File: config.mk
export PLATFORM = sky130hd
export DESIGN_NAME = exec_ctrl
export DESIGN_NICKNAME = d
export VERILOG_FILES = /design/src/rtl/exec_ctrl.sv
export SDC_FILE = /design/constraint.sdc
export NUM_CORES = 1
export LEC_CHECK = 0
export CAP_MARGIN = 10
export CORE_MARGIN = 2
export CORE_UTILIZATION = 30
export CTS_CLUSTER_SIZE = 16
export DETAILED_ROUTE_END_ITERATION = 8
export SLEW_MARGIN = 20
export SYNTH_ARGS = -nofsm -noshare
export SYNTH_HDL_FRONTEND = slang
export SYNTH_SLANG_ARGS = --single-unit
File: constraint.sdc
create_clock -name clk -period 9.26 [get_ports clk]
set_clock_uncertainty 0.05 [all_clocks]
set_input_delay 1.852 -clock clk [delete_from_list [all_inputs] [get_ports clk]]
set_output_delay 1.852 -clock clk [all_outputs]
set_load 0.01 [all_outputs]
File: src/rtl/exec_ctrl.sv
// Execute-stage controller: one-hot decode, ALU issue, branch evaluation and a serial shifter.
// Define EXEC_FAST_SHIFT_EN to issue shifts to the ALU directly (no SHIFT state or counter).
module exec_ctrl #(
  parameter int XLEN = 32
) (
  input  logic            clk,
  input  logic            rst_n,
  input  logic            in_valid,
  output logic            in_ready,
  input  logic [36:0]     instr_bus,
  input  logic [XLEN-1:0] rs1,
  input  logic [XLEN-1:0] rs2,
  input  logic [XLEN-1:0] imm,
  output logic [XLEN-1:0] alu_a,
  output logic [XLEN-1:0] alu_b,
  output logic [3:0]      alu_op,
  input  logic [XLEN-1:0] alu_result,
  input  logic            alu_zero,
  output logic            out_valid,
  input  logic            out_ready,
  output logic [XLEN-1:0] result,
  output logic            branch_taken,
  output logic            illegal
);

  localparam logic [3:0] OP_ADD  = 4'd0;
  localparam logic [3:0] OP_SUB  = 4'd1;
  localparam logic [3:0] OP_XOR  = 4'd2;
  localparam logic [3:0] OP_OR   = 4'd3;
  localparam logic [3:0] OP_AND  = 4'd4;
  localparam logic [3:0] OP_SLL  = 4'd5;
  localparam logic [3:0] OP_SRL  = 4'd6;
  localparam logic [3:0] OP_SRA  = 4'd7;
  localparam logic [3:0] OP_SLT  = 4'd8;
  localparam logic [3:0] OP_SLTU = 4'd9;

  typedef enum logic [1:0] {
    S_IDLE,
    S_ISSUE,
    S_HOLD
`ifndef EXEC_FAST_SHIFT_EN
    , S_SHIFT
`endif
  } state_t;

  state_t          r_state, w_state_nxt;
  logic [3:0]      r_op;
  logic            r_bad, r_br, r_br_zero, r_br_inv;
  logic [XLEN-1:0] r_a, r_b;
  logic [XLEN-1:0] r_result;
  logic            r_taken, r_illegal;

  logic            w_onehot;
  logic [5:0]      w_idx;
  logic [3:0]      w_op;
  logic            w_use_imm, w_br, w_br_zero, w_br_inv;
  logic            w_br_flag;

`ifndef EXEC_FAST_SHIFT_EN
  logic            r_shift;
  logic [4:0]      r_cnt;
  logic [XLEN-1:0] r_sh;
  logic            w_shift;
  logic [XLEN-1:0] w_sh_next;
`endif

  assign w_onehot = (instr_bus != '0) && ((instr_bus & (instr_bus - 37'd1)) == '0);

  always_comb begin
    w_idx     = '0;
    for (int i = 0; i < 37; i++) begin
      if (instr_bus[i]) w_idx = 6'(i);
    end
    w_op      = OP_ADD;
    w_use_imm = 1'b1;
    w_br      = 1'b0;
    w_br_zero = 1'b0;
    w_br_inv  = 1'b0;
    case (w_idx)
      6'd0, 6'd1, 6'd2, 6'd3, 6'd4, 6'd5, 6'd6, 6'd7, 6'd8, 6'd9: begin
        w_op      = w_idx[3:0];
        w_use_imm = 1'b0;
      end
      6'd10: w_op = OP_ADD;
      6'd11: w_op = OP_XOR;
      6'd12: w_op = OP_OR;
      6'd13: w_op = OP_AND;
      6'd14: w_op = OP_SLL;
      6'd15: w_op = OP_SRL;
      6'd16: w_op = OP_SRA;
      6'd17: w_op = OP_SLT;
      6'd18: w_op = OP_SLTU;
      6'd19, 6'd20: begin
        w_op      = OP_SUB;
        w_use_imm = 1'b0;
        w_br      = 1'b1;
        w_br_zero = 1'b1;
        w_br_inv  = (w_idx == 6'd20);
      end
      6'd21, 6'd22: begin
        w_op      = OP_SLT;
        w_use_imm = 1'b0;
        w_br      = 1'b1;
        w_br_inv  = (w_idx == 6'd22);
      end
      6'd23, 6'd24: begin
        w_op      = OP_SLTU;
        w_use_imm = 1'b0;
        w_br      = 1'b1;
        w_br_inv  = (w_idx == 6'd24);
      end
      default: ;
    endcase
    // Illegal encodings issue a harmless ADD; their result is forced to 0 on capture.
    if (!w_onehot) begin
      w_op = OP_ADD;
      w_br = 1'b0;
    end
  end

  assign w_br_flag = r_br_zero ? alu_zero : alu_result[0];

`ifndef EXEC_FAST_SHIFT_EN
  assign w_shift = (w_op == OP_SLL) || (w_op == OP_SRL) || (w_op == OP_SRA);

  always_comb begin
    w_sh_next = r_sh << 1;
    if (r_op == OP_SRL)      w_sh_next = r_sh >> 1;
    else if (r_op == OP_SRA) w_sh_next = {r_sh[XLEN-1], r_sh[XLEN-1:1]};
  end
`endif

  always_ff @(posedge clk or negedge rst_n) begin
    if (!rst_n) r_state <= S_IDLE;
    else        r_state <= w_state_nxt;
  end

  always_comb begin
    w_state_nxt = r_state;
    in_ready    = 1'b0;
    out_valid   = 1'b0;
    alu_a       = '0;
    alu_b       = '0;
    alu_op      = OP_ADD;
    case (r_state)
      S_IDLE: begin
        in_ready = 1'b1;
        if (in_valid) w_state_nxt = S_ISSUE;
      end
      S_ISSUE: begin
        alu_a       = r_a;
        alu_b       = r_b;
        alu_op      = r_op;
        w_state_nxt = S_HOLD;
`ifndef EXEC_FAST_SHIFT_EN
        // Serial shifts keep the ALU on ADD so it never sees a shift opcode.
        if (r_shift) begin
          alu_op = OP_ADD;
          if (r_b[4:0] != 5'd0) w_state_nxt = S_SHIFT;
        end
`endif
      end
`ifndef EXEC_FAST_SHIFT_EN
      S_SHIFT: begin
        if (r_cnt == 5'd1) w_state_nxt = S_HOLD;
      end
`endif
      S_HOLD: begin
        out_valid = 1'b1;
        if (out_ready) w_state_nxt = S_IDLE;
      end
      default: w_state_nxt = S_IDLE;
    endcase
  end

  always_ff @(posedge clk or negedge rst_n) begin
    if (!rst_n) begin
      r_op      <= OP_ADD;
      r_bad     <= 1'b0;
      r_br      <= 1'b0;
      r_br_zero <= 1'b0;
      r_br_inv  <= 1'b0;
      r_result  <= '0;
      r_taken   <= 1'b0;
      r_illegal <= 1'b0;
`ifndef EXEC_FAST_SHIFT_EN
      r_shift   <= 1'b0;
      r_cnt     <= '0;
`endif
    end else begin
      case (r_state)
        S_IDLE: begin
          if (in_valid) begin
            r_op      <= w_op;
            r_bad     <= !w_onehot;
            r_br      <= w_br;
            r_br_zero <= w_br_zero;
            r_br_inv  <= w_br_inv;
`ifndef EXEC_FAST_SHIFT_EN
            r_shift   <= w_shift;
`endif
          end
        end
        S_ISSUE: begin
          if (r_bad) begin
            r_result  <= '0;
            r_taken   <= 1'b0;
            r_illegal <= 1'b1;
          end
`ifndef EXEC_FAST_SHIFT_EN
          else if (r_shift) begin
            r_cnt     <= r_b[4:0];
            r_taken   <= 1'b0;
            r_illegal <= 1'b0;
            if (r_b[4:0] == 5'd0) r_result <= r_a;
          end
`endif
          else begin
            r_result  <= alu_result;
            r_taken   <= r_br & (w_br_flag ^ r_br_inv);
            r_illegal <= 1'b0;
          end
        end
`ifndef EXEC_FAST_SHIFT_EN
        S_SHIFT: begin
          r_cnt <= r_cnt - 5'd1;
          if (r_cnt == 5'd1) r_result <= w_sh_next;
        end
`endif
        default: ;
      endcase
    end
  end

  // Operand and shift registers carry data only and need no reset.
  always_ff @(posedge clk) begin
    if (r_state == S_IDLE && in_valid) begin
      r_a <= rs1;
      r_b <= w_use_imm ? imm : rs2;
    end
`ifndef EXEC_FAST_SHIFT_EN
    if (r_state == S_ISSUE)      r_sh <= r_a;
    else if (r_state == S_SHIFT) r_sh <= w_sh_next;
`endif
  end

  assign result       = r_result;
  assign branch_taken = r_taken;
  assign illegal      = r_illegal;

endmodule
; ---- Word-level counts from Yosys, hierarchy flattened
; Cells that the tools add are included.
[classes]
n_eq_ne = 38
addsub = 2
bitwise_logic = 3
n_reduce_logical = 24
muxes = 71
[op_table]
columns = operator, count
row1 = $mux 32, 11
row2 = $mux 6, 31
row3 = $pmux 32 s2, 1
row4 = $eq 6x5->1 const B, 9
row5 = $eq 6x4->1 const B, 7
row6 = $pmux 4 s10, 1
row7 = $and 37x37->37, 1
row8 = $logic_not 37->1, 1
row9 = $reduce_bool 37->1, 1
row10 = $sub 37x1->37 const B, 1
row11 = $eq 6x3->1 const B, 4
row12 = $eq 4x3->1 const B, 5
row13 = $reduce_or 16->1, 1
row14 = $eq 6x2->1 const B, 2
row15 = $mux 1, 12
row16 = $mux 4, 3
row17 = $mux 2, 5
row18 = $mux 5, 2
row19 = $ne 2x2->1 const B, 5
row20 = $pmux 5 s2, 1
row21 = $reduce_or 10->1, 1
row22 = $reduce_and 3->1, 3
row23 = $pmux 2 s4, 1
row24 = $eq 6x1->1 const B, 1
row25 = other kinds (21), 28
[totals]
wordCells = 152
out_inout_bits = 104
reg_bits = 146
in_bits = 170

; ---- Logic depth before layout (Yosys ltp)
; Gate-level depths: netlist (run 1).
[logic_depth]
ltp_word = 43
ltp_mapped = 11
mapped_depth_nobuf = 10

; ---- Worst setup path before layout (run 1)
; Ideal clock, no wire load.
[synth_path]
path_type = input-to-reg
from = input port in_valid
to = register r_shift
required_ps = 9134
n_path_buf = 0
arrival_ps = 4745
setup_time_ps = 76
stages = 9
slack_ps = 4389
cell_sequence = nand2_1 inv_1 o2111ai_1 nor4b_1 nand4_1 nor4b_1 nand3_1 a31o_2 o21ai_1
[synth_between]
elab_chain_len = 1
[synth_rtl]
columns = item, line
row1 = from (decl), 8  ; input logic in_valid,
row2 = $reduce_and 2->1 (no source line), -
row3 = to (signal assigned), 200  ; r_shift <= w_shift;
row4 = to (decl), 60  ; logic r_shift;
; No other way between the ends.
; A chain may end at the register's enable or synchronous reset.

; ---- Final worst setup path (run 1)
[layout_path]
from = input port instr_bus[23]
to = register r_b[31] (data pin)
[layout_between]
elab_chain_len = 17
elab_cells_between_ends = 32
cone_classes = eq/ne (15) / mux (15) / reduce/logical (2)
[layout_rtl]
columns = item, line
row1 = from (decl), 10  ; input logic [36:0] instr_bus,
row2 = $mux 6 * (14 in a row), 72  ; if (instr_bus[i]) w_idx = 6'(i);
row3 = "$eq 6x5->1, or another cell as far along", 79  ; case (w_idx)
row4 = $reduce_or 16->1 (no source line) *, -
row5 = $mux 32 *, 239  ; r_b <= w_use_imm ? imm : rs2;
row6 = to (signal assigned), 239
row7 = to (decl), 49  ; logic [XLEN-1:0] r_a, r_b;
; Mark *: on every way between the ends. The rest lies on a longest branch, timed or not.

==> flow_summary.ini, run 1 <==
[run_status]
result_of_the_run = complete, no violations

[cts]
clock-sinks = 146
worstSkewPairLatency_ps = 420
clock_input_transition_at_the_sequential_cells_of_the_worst_setup_and_hold_paths_ps = 60
cts_buffer_depth = 2
cts_tree = built
clk_root_buffer_cell = sky130_fd_sc_hd__clkbuf_16
cts-hold-fix-buffers = 0
cts_resized = 0
cts.repair_timing.setup_buffer_count = 0
htree_num_levels = 4
clock_buffers_created_by_tritoncts = 17

[placement]
finalWeightedCongestion = 0.8623
placed_cell_area_um2 = 11320
number_of_placed_cells_counting_well_taps = 1352
detailed_place_hpwl_um = 17760
io_buffers = 273

[global_route]
globalRoute.totalOverflow = 0
grt.total_usage_pct = 17.31
grt-busiest-layer = met2
grt_pass1_wl_um = 38920
grt_max_degree = 70
grtUsageMet3_pct = 5.233
grt_pass1_vias = 6937
gr-usage-met2_pct = 29.30
grt_antenna_before_repair = 2
met1_track_utilization_from_global_routing_pct = 21.56

[die]
boundary_pin_count = 274
floorplan.die_area_um2 = 29000
die-height_um = 170.3
starting_density_of_the_core_pct = 30.69
floorplan.die.width_um = 170.3
core_region_area_um2 = 27030
fp-row-count = 60

[setup_path]
worst-endpoint-arrival_ps = 5190
critical_path_endpoint_category = register
critical_path.max_fanout = 32
critPathLaunchType = primary input
critical_path_class = primary input to register
worst_ep_required_time_ps = 9380

[layout]
area.growth.synth_to_final_pct = 44.01
finalNetCount = 1202
post_route_cells_drive_above_1_share_pct = 9.108
final_area_um2 = 11950
post_layout_nonfiller_instances = 1386

[logic_synthesis]
ys_async_sr_fraction_pct = 34.25
synthTopCellsByArea = sky130_fd_sc_hd__edfxtp_1 (35%), sky130_fd_sc_hd__dfrtp_1 (15%), sky130_fd_sc_hd__mux2i_1 (7.8%)
syn_area_um2 = 8295
postSynthNetCount = 949
dominantRegCellSynth = sky130_fd_sc_hd__edfxtp_1
syn_avg_cell_area_um2 = 10.68
synthCells = 777
post_synthesis_sequential_area_ratio_pct = 49.83
synth_enable_flop_cells = 96
postSynthRegisterBits = 146
netlist.area_leader.share_pct = 34.75
yosys_warnings = 0
post-synth-top-area-cell = sky130_fd_sc_hd__edfxtp_1
synth_unique_cells = 64

[timing]
fmaxAchievable_mhz = 196.9
rsz_0062_raised_after_global_routing = false
max_slew_violations = 0
transition_time_at_the_pin_with_the_least_slew_margin_ps = 993.5
fin_tns_setup_ps = 0
finalHoldViolCount = 0
timing.final.crit_share_pct = 54.83
max-slew-margin-rel_pct = 33.76
period_needed_ps = 5078
setup_violations = 0

[route]
detail_route.first_pass.iterations = 4
routed_antenna_nets = 0
finalWirelength_um = 25290
drt-initial-drc-count = 384
drc_errors = 0
route.vias.total = 6883
detail_routed_via_count_per_cell = 4.966
wl_per_cell_um = 18.25

[power_and_ir_drop]
p_seq_share_pct = 38.3
clock_power_share_pct = 26.3
netSwitchingPower_mw = 0.9078
reported_leakage_power_nw = 4.470
switching_share_pct = 32.86
intPower_mw = 1.855
vdd.ir_drop.worst_mv = 0.1219
pwr-share-comb_pct = 35.4
power.density_cell_area_nw_per_um2 = 231.2

[hold_path]
hold_class = register to register

[job]
drv_cap = 0
[critical path: stages]
cell and delay [ps]:
sky130_fd_sc_hd__clkdlybuf4s50_1 530, sky130_fd_sc_hd__nor4_1 820, sky130_fd_sc_hd__o211ai_1 260, sky130_fd_sc_hd__a31o_2 340, sky130_fd_sc_hd__nor2b_1 210, sky130_fd_sc_hd__nor4_4 250, sky130_fd_sc_hd__buf_4 500, sky130_fd_sc_hd__mux2_2 400
[routing by layer]
metal	vias to the layer above	share of wire [%]
met3	27	7.5
met5	-	0
met1	3234	43
li1	3390	-
met2	232	48
met4	0	1.6
[path summary, 6_finish.rpt]
path / startpoint / endpoint / slack (ps) / cells past startpoint
max: instr_bus[23] / r_b[31] / 4180 / 8
min: result[8] / result[8] / 430 / 2
max reg2reg: r_state[0] / r_shift / 6320 / 11
min reg2reg: result[8] / result[8] / 430 / 2
max in group asynchronous: rst_n / r_state[0] / 7090 / 2
min in group asynchronous: rst_n / result[20] / 1540 / 2
[power groups by stage]
stage / logic [mW] / clock network (mW) / registers [mW]
3_3_place_gp: 0.985 / 0 / 1.07
3_5_place_dp: 0.994 / 0 / 1.07
6_report: 0.977 / 0.727 / 1.06
5_1_grt: 1.08 / 0.767 / 1.08
2_1_floorplan: 0.457 / 0 / 1.07
4_1_cts: 0.998 / 0.743 / 1.06
[state kept, by name (all words and copies together), names as in the netlist]
register	cells
branch_taken	1
illegal	1
r_a	32
r_b	32
r_bad	1
r_br	1
r_br_inv	1
r_br_zero	1
r_cnt	5
r_op	4
r_sh	32
r_shift	1
r_state	2
result	32
[layout by cell type (no fill, tap or decap), drive strengths merged, types with 4 or more instances in the layout]
master,n
and2,64
clkinv,6
nor4,10
nand2b,4
o2111ai,4
nand4,6
o21a,4
nor3,19
nor2,67
nand2,57
mux2,32
o21ai,61
a21oi,49
nand3,5
mux2i,65
nor3b,6
nor2b,7
edfxtp,96
clkdlybuf4s50,272
clkbuf,21
inv,17
o31ai,4
buf,10
or4,8
nor4b,4
or2,4
o22a,31
dfrtp,50
a31oi,6
[cell families (layout without fill, tap and decap cells)]
kind of cell,after synthesis,in the layout,synth area share [%]
and+or+nand+nor,267,267,16.95
AOI/OAI and AO/OA,196,196,15.55
DFF,146,146,49.83
muxes,97,97,13.54
buffers and inverters,65,331,3.348
adders and majority gates,5,5,0.6636
xor gates and xnor gates,1,1,0.1056
other,0,2,0
[cells in the mapped netlist (all sizes together) (4+ instances only)]
library cell	count
and2	64
nor4	10
mux2	32
nor3	19
a21oi	49
o21a	4
nand2b	4
dfrtp	50
nor3b	6
a31oi	6
or4	8
o31ai	4
nand2	57
mux2i	65
nand3	5
o2111ai	4
inv	17
nor2	67
buf	7
nand4	6
or2	4
o22a	31
o21ai	61
edfxtp	96
nor2b	7
clkbuf	41
nor4b	4
[metrics by stage]
stage,setup WS (ps),utilization [%],power [mW],hold WS [ps]
after floorplan,4389,-,1.527,400.2
after global placement,3765,41.89,2.052,413.9
after detailed placement,3770,41.89,2.068,419.4
after CTS,4226,44.17,2.802,435.0
after global routing,4063,44.19,2.932,464.5
final,4182,44.20,2.762,428.6
[area by class of cell]
cell class,count,area [um2]
antenna,2,5.005
clock buffer,21,460.4
clock inverter,11,153.9
fill,2658,15080
inverter,17,65.06
multi-input combinational,566,3904
sequential,146,4136
tap,341,426.7
timing repair buffer,282,2795
(Power assumes the default switching activity.)
==> inputs of run 2 (changes only) <==
Clock period 9.26 ns to 5.3 ns, I/O delays scaled along.
==> run 2 against run 1 <==
  * Register-to-register slack worse by 4200 ps
  * First-iteration DRC count rose by 21%
  * Cell count increased by 0.29%
  * Die area stayed put
  * Total power grew 70%
  * Non-clock buffer count increased by 4
  * Sequential share of layout area is 0.066 points higher
  * Critical path depth grew 2
  * Utilization shrank 0.083 points
  * Via count up 0.32%
  * Clock-buffer cell count fell by 2
  * Critical endpoint unchanged
==> flow_summary.ini, run 2 (synthesized netlist as in run 1, its figures left out) <==
[run_status]
result_of_the_run = complete, no violations

[die]
core_region_area_um2 = 27030
floorplan.die_area_um2 = 29000
floorplan.die.width_um = 170.3
fp-row-count = 60
starting_density_of_the_core_pct = 30.69
die-height_um = 170.3
boundary_pin_count = 274

[setup_path]
critical_path_endpoint_category = register
cp-startpoint = instr_bus[27]
critical_path_class = primary input to register
critPathLaunchType = primary input
r2r_start = r_state[0]
critical_path.max_fanout = 32
worst-endpoint-arrival_ps = 4170
worst_ep_required_time_ps = 5410

[route]
drt-initial-drc-count = 464
route.vias.total = 6905
finalWirelength_um = 25050
detail_routed_via_count_per_cell = 4.968
detail_route.first_pass.iterations = 6
routed_antenna_nets = 0
drc_errors = 0
wl_per_cell_um = 18.02

[cts]
cts-hold-fix-buffers = 0
cts_resized = 0
clock_input_transition_at_the_sequential_cells_of_the_worst_setup_and_hold_paths_ps = 60
htree_num_levels = 4
cts_buffer_depth = 2
clock-sinks = 146
clk_root_buffer_cell = sky130_fd_sc_hd__clkbuf_16
cts_tree = built
cts.repair_timing.setup_buffer_count = 0
worstSkewPairLatency_ps = 420
clock_buffers_created_by_tritoncts = 17

[job]
drv_cap = 0

[power_and_ir_drop]
power.density_cell_area_nw_per_um2 = 394.6
vdd.ir_drop.worst_mv = 0.2389
power_mw = 4.705
reported_leakage_power_nw = 4.463

[global_route]
grt_max_degree = 67
grt_pass1_vias = 6923
grt_antenna_before_repair = 4
globalRoute.totalOverflow = 0
grt_pass1_wl_um = 38450
grt.total_usage_pct = 17.05

[hold_path]
hold_class = register to register
hold_start = result[29]

[timing]
fin_tns_setup_ps = 0
fmaxAchievable_mhz = 246.8
max-slew-margin-rel_pct = 23.38
setup_ws_ps = 1247
setup_violations = 0
max_slew_violations = 0
period_needed_ps = 4053
transition_time_at_the_pin_with_the_least_slew_margin_ps = 1145
timing.final.crit_share_pct = 76.46
finalHoldViolCount = 0
rsz_0062_raised_after_global_routing = false

[placement]
detailed_place_hpwl_um = 17680
io_buffers = 273
finalWeightedCongestion = 0.8550
pre_cts_slack_ps = 804.4
number_of_placed_cells_counting_well_taps = 1356

[layout]
final_cell_mix = sky130_fd_sc_hd__clkdlybuf4s50_1 (272), sky130_fd_sc_hd__edfxtp_1 (96), sky130_fd_sc_hd__nor2_1 (66)
area.growth.synth_to_final_pct = 43.74
finalNetCount = 1206
multiInputGateArea_um2 = 3899
fillCellCount = 2594
seq_cell_area_um2 = 4136
post_layout_nonfiller_instances = 1390
mostFrequentLayoutCell = sky130_fd_sc_hd__clkdlybuf4s50_1
post_route_cells_drive_above_1_share_pct = 9.456
run 2: cell type report:
type | count | area share [%]
Timing Repair Buffer | 286 | 23.80
Tap cell | 341 | 3.578
Inverter | 17 | 0.5456
Antenna cell | 2 | 0.04197
Sequential cell | 146 | 34.69
Multi-Input combinational cell | 566 | 32.70
Clock inverter | 13 | 0.9339
Clock buffer | 19 | 3.715
run 2: path summary, 6_finish.rpt:
check / to / slack (ps) / cells after the start
worst min register to register: result[29] / 430 / 2
worst max-delay path: r_b[31] / 1250 / 10
min in group asynchronous: result[20] / 740 / 2
worst min-delay path: result[29] / 430 / 2
max in group asynchronous: r_state[0] / 3920 / 2
worst max register to register: result[30] / 2170 / 5
run 2: power breakdown:
part	total (mW)	switching [mW]	leakage, nW	internal [mW]
registers	1.85	0.190	1.56	1.66
clock network	1.16	0.499	0.267	0.657
logic	1.70	0.890	2.63	0.814
run 2: layer usage:
layer | up-vias | share of wire, % | GRT usage, %
li1 | 3406 | - | -
met2 | 245 | 48 | 28.88
met4 | 4 | 1.4 | 3.976
met5 | - | 0.12 | 0
met1 | 3228 | 43 | 21.37
met3 | 22 | 7.6 | 5.093
run 2: through the flow:
stage / hold WS [ps] / area [um2] / utilization (%)
finish: 428.2 / 11920 / 44.12
global placement: 413.9 / 11360 / 42.05
global route: 449.5 / 11920 / 44.11
detailed placement: 416.5 / 11360 / 42.05
CTS: 431.4 / 11920 / 44.10
floorplan: 400.2 / 8295 / -
run 2: worst max-delay path, stage by stage:
cell	delay, ps
sky130_fd_sc_hd__clkdlybuf4s50_1	530
sky130_fd_sc_hd__or4_4	590
sky130_fd_sc_hd__a2111oi_4	330
sky130_fd_sc_hd__o21ai_2	160
sky130_fd_sc_hd__a21oi_4	300
sky130_fd_sc_hd__or2_4	190
sky130_fd_sc_hd__nor2_2	50
sky130_fd_sc_hd__nor4_4	280
sky130_fd_sc_hd__buf_12	280
sky130_fd_sc_hd__mux2_2	360
==> inputs of run 3 (changes only) <==
Clock period 5.3 ns to 3.6 ns, I/O delays scaled along.
==> run 3 against run 2 <==
  * Critical endpoint unchanged
  * Setup slack lost 1000 ps
  * Via count grew 2.5%
  * Non-clock buffer count grew 54
  * Largest power group unchanged
  * Total power grew 52%
  * Sequential power grew 49%
  * Clock-buffer cell count shrank 1
  * Wire length is essentially flat
  * Cell count grew 3.7%
==> flow_summary.ini, run 3 (synthesized netlist as in run 1, its figures left out) <==
[placement]
pre_cts_slack_ps = -232.5
detailed_place_hpwl_um = 18510
io_buffers = 273
number_of_placed_cells_counting_well_taps = 1410
placed_cell_area_um2 = 11790
finalWeightedCongestion = 0.8778

[layout]
final_area_um2 = 12400
area.growth.synth_to_final_pct = 49.49
mostFrequentLayoutCell = sky130_fd_sc_hd__clkdlybuf4s50_1
post_layout_nonfiller_instances = 1442
final_cell_mix = sky130_fd_sc_hd__clkdlybuf4s50_1 (272), sky130_fd_sc_hd__edfxtp_1 (96), sky130_fd_sc_hd__nor2_1 (66)
fillCellCount = 2556
post_route_cells_drive_above_1_share_pct = 14.08
finalNetCount = 1260
antennaDiodeCount = 0

[timing]
fmaxAchievable_mhz = 297.2
max_slew_violations = 0
timing.final.crit_share_pct = 93.47
finalHoldViolCount = 0
max-slew-margin-rel_pct = 36.94
period_needed_ps = 3365
setup_violations = 0
rsz_0062_raised_after_global_routing = false
setup_ws_ps = 235.2
transition_time_at_the_pin_with_the_least_slew_margin_ps = 945.9

[setup_path]
cp_top_family = simple AND/OR/NAND/NOR gates
max_stage_delay_ps = 560
critical_path.max_fanout = 32
critical_path.cell_chain = clkdlybuf4s50_1 > or4_4 > a2111oi_4 > o21ai_2 > a21oi_4 > or2_4 > nor2_2 > nor4_4 > buf_12 > mux2_2
critical_path_endpoint_category = register
worst-endpoint-arrival_ps = 3490
worst_ep_required_time_ps = 3730
critical_path_class = primary input to register
critPathLaunchType = primary input
critical_path_buf_inv_count = 2
cp_slowest_cell = sky130_fd_sc_hd__or4_4

[die]
floorplan.die_area_um2 = 29000
starting_density_of_the_core_pct = 30.69
floorplan.die.width_um = 170.3
fp-row-count = 60
boundary_pin_count = 274
die-height_um = 170.3
core_region_area_um2 = 27030

[hold_path]
hold_class = primary input to asynchronous set/reset pin

[global_route]
grt_pass1_wl_um = 38590
grt_antenna_before_repair = 2
grt_max_degree = 67
grt.total_usage_pct = 17.21
globalRoute.totalOverflow = 0
grt_pass1_vias = 7070

[power_and_ir_drop]
netSwitchingPower_mw = 2.346
p_seq_share_pct = 38.5
power.density_cell_area_nw_per_um2 = 576.6
intPower_mw = 4.804
vdd.ir_drop.worst_mv = 0.3050
clock_power_share_pct = 26.1
pwr-share-comb_pct = 35.4
switching_share_pct = 32.81
reported_leakage_power_nw = 4.754
power_mw = 7.150

[route]
route.vias.total = 7081
detail_routed_via_count_per_cell = 4.911
wl_per_cell_um = 17.39
drt-initial-drc-count = 333
detail_route.first_pass.iterations = 5
finalWirelength_um = 25070
routed_antenna_nets = 0
drc_errors = 0

[cts]
clock-sinks = 146
cts.repair_timing.setup_buffer_count = 0
clk_root_buffer_cell = sky130_fd_sc_hd__clkbuf_16
cts-hold-fix-buffers = 0
worstSkewPairLatency_ps = 420
clock_buffers_created_by_tritoncts = 17
cts_resized = 0
cts_tree = built
cts_buffer_depth = 2
htree_num_levels = 4
clock_input_transition_at_the_sequential_cells_of_the_worst_setup_and_hold_paths_ps = 70

[job]
drv_cap = 0

[run_status]
result_of_the_run = complete, no violations
[run 3: worst reg2reg max path: stages (launching register included)]
cell                         delay (ps)
sky130_fd_sc_hd__dfrtp_2            550
sky130_fd_sc_hd__nor2_1             180
sky130_fd_sc_hd__nand2_1            140
sky130_fd_sc_hd__clkinvlp_4         110
sky130_fd_sc_hd__o2111ai_1          140
sky130_fd_sc_hd__nor4b_1            300
sky130_fd_sc_hd__nand4_1            130
sky130_fd_sc_hd__nor4b_1            290
sky130_fd_sc_hd__nand3_1            190
sky130_fd_sc_hd__a31o_2             280
sky130_fd_sc_hd__o21ai_1            110
[run 3: path summary, 6_finish.rpt]
path,start,endpoint,slack (ps),depth (start not counted)
worst max-delay path,instr_bus[27],r_b[31],240,10
worst min-delay path,rst_n,result[22],240,1
worst max register to register,r_state[0],r_shift,1070,10
worst min register to register,result[19],result[19],430,2
max in group asynchronous,rst_n,result[30],2390,2
min in group clk,result[19],result[19],430,2
[run 3: final cells by class]
| cell class | count | area (um2) | share of cell area, % |
|---|---|---|---|
| clock buffers | 18 | 439.2 | 3.542 |
| multi-input cells | 566 | 3899 | 31.44 |
| repair buffers | 340 | 3256 | 26.25 |
| well taps | 341 | 426.7 | 3.441 |
| flip-flops and latches | 146 | 4136 | 33.36 |
| clock inverters | 14 | 176.4 | 1.423 |
| inverters | 17 | 67.56 | 0.5449 |
[run 3: power by group through the flow]
stage	Combinational, mW	Sequential [mW]	Clock (mW)
finish	2.53	2.75	1.87
global route	2.79	2.82	1.99
CTS	2.58	2.76	1.92
detailed placement	2.57	2.79	0
global placement	2.55	2.78	0
floorplan	1.18	2.75	0
[run 3: routing by layer]
layer | global-route usage [%] | routed length (um) | vias up
met5 | 0 | 23 | -
met4 | 3.382 | 134 | 4
met3 | 5.419 | 1912 | 14
met2 | 29.66 | 12280 | 243
met1 | 21.23 | 10720 | 3318
li1 | - | - | 3502
[run 3: through the flow]
| stage | util (%) | hold WS (ps) | setup TNS, ps |
|---|---|---|---|
| CTS | 45.88 | 239.5 | 0 |
| detailed placement | 43.61 | 420.8 | -6252 |
| finish | 45.88 | 241.7 | 0 |
| global placement | 43.61 | 414.5 | -4404 |
| floorplan | - | 374.4 | 0 |
| global route | 45.88 | 262.5 | 0 |
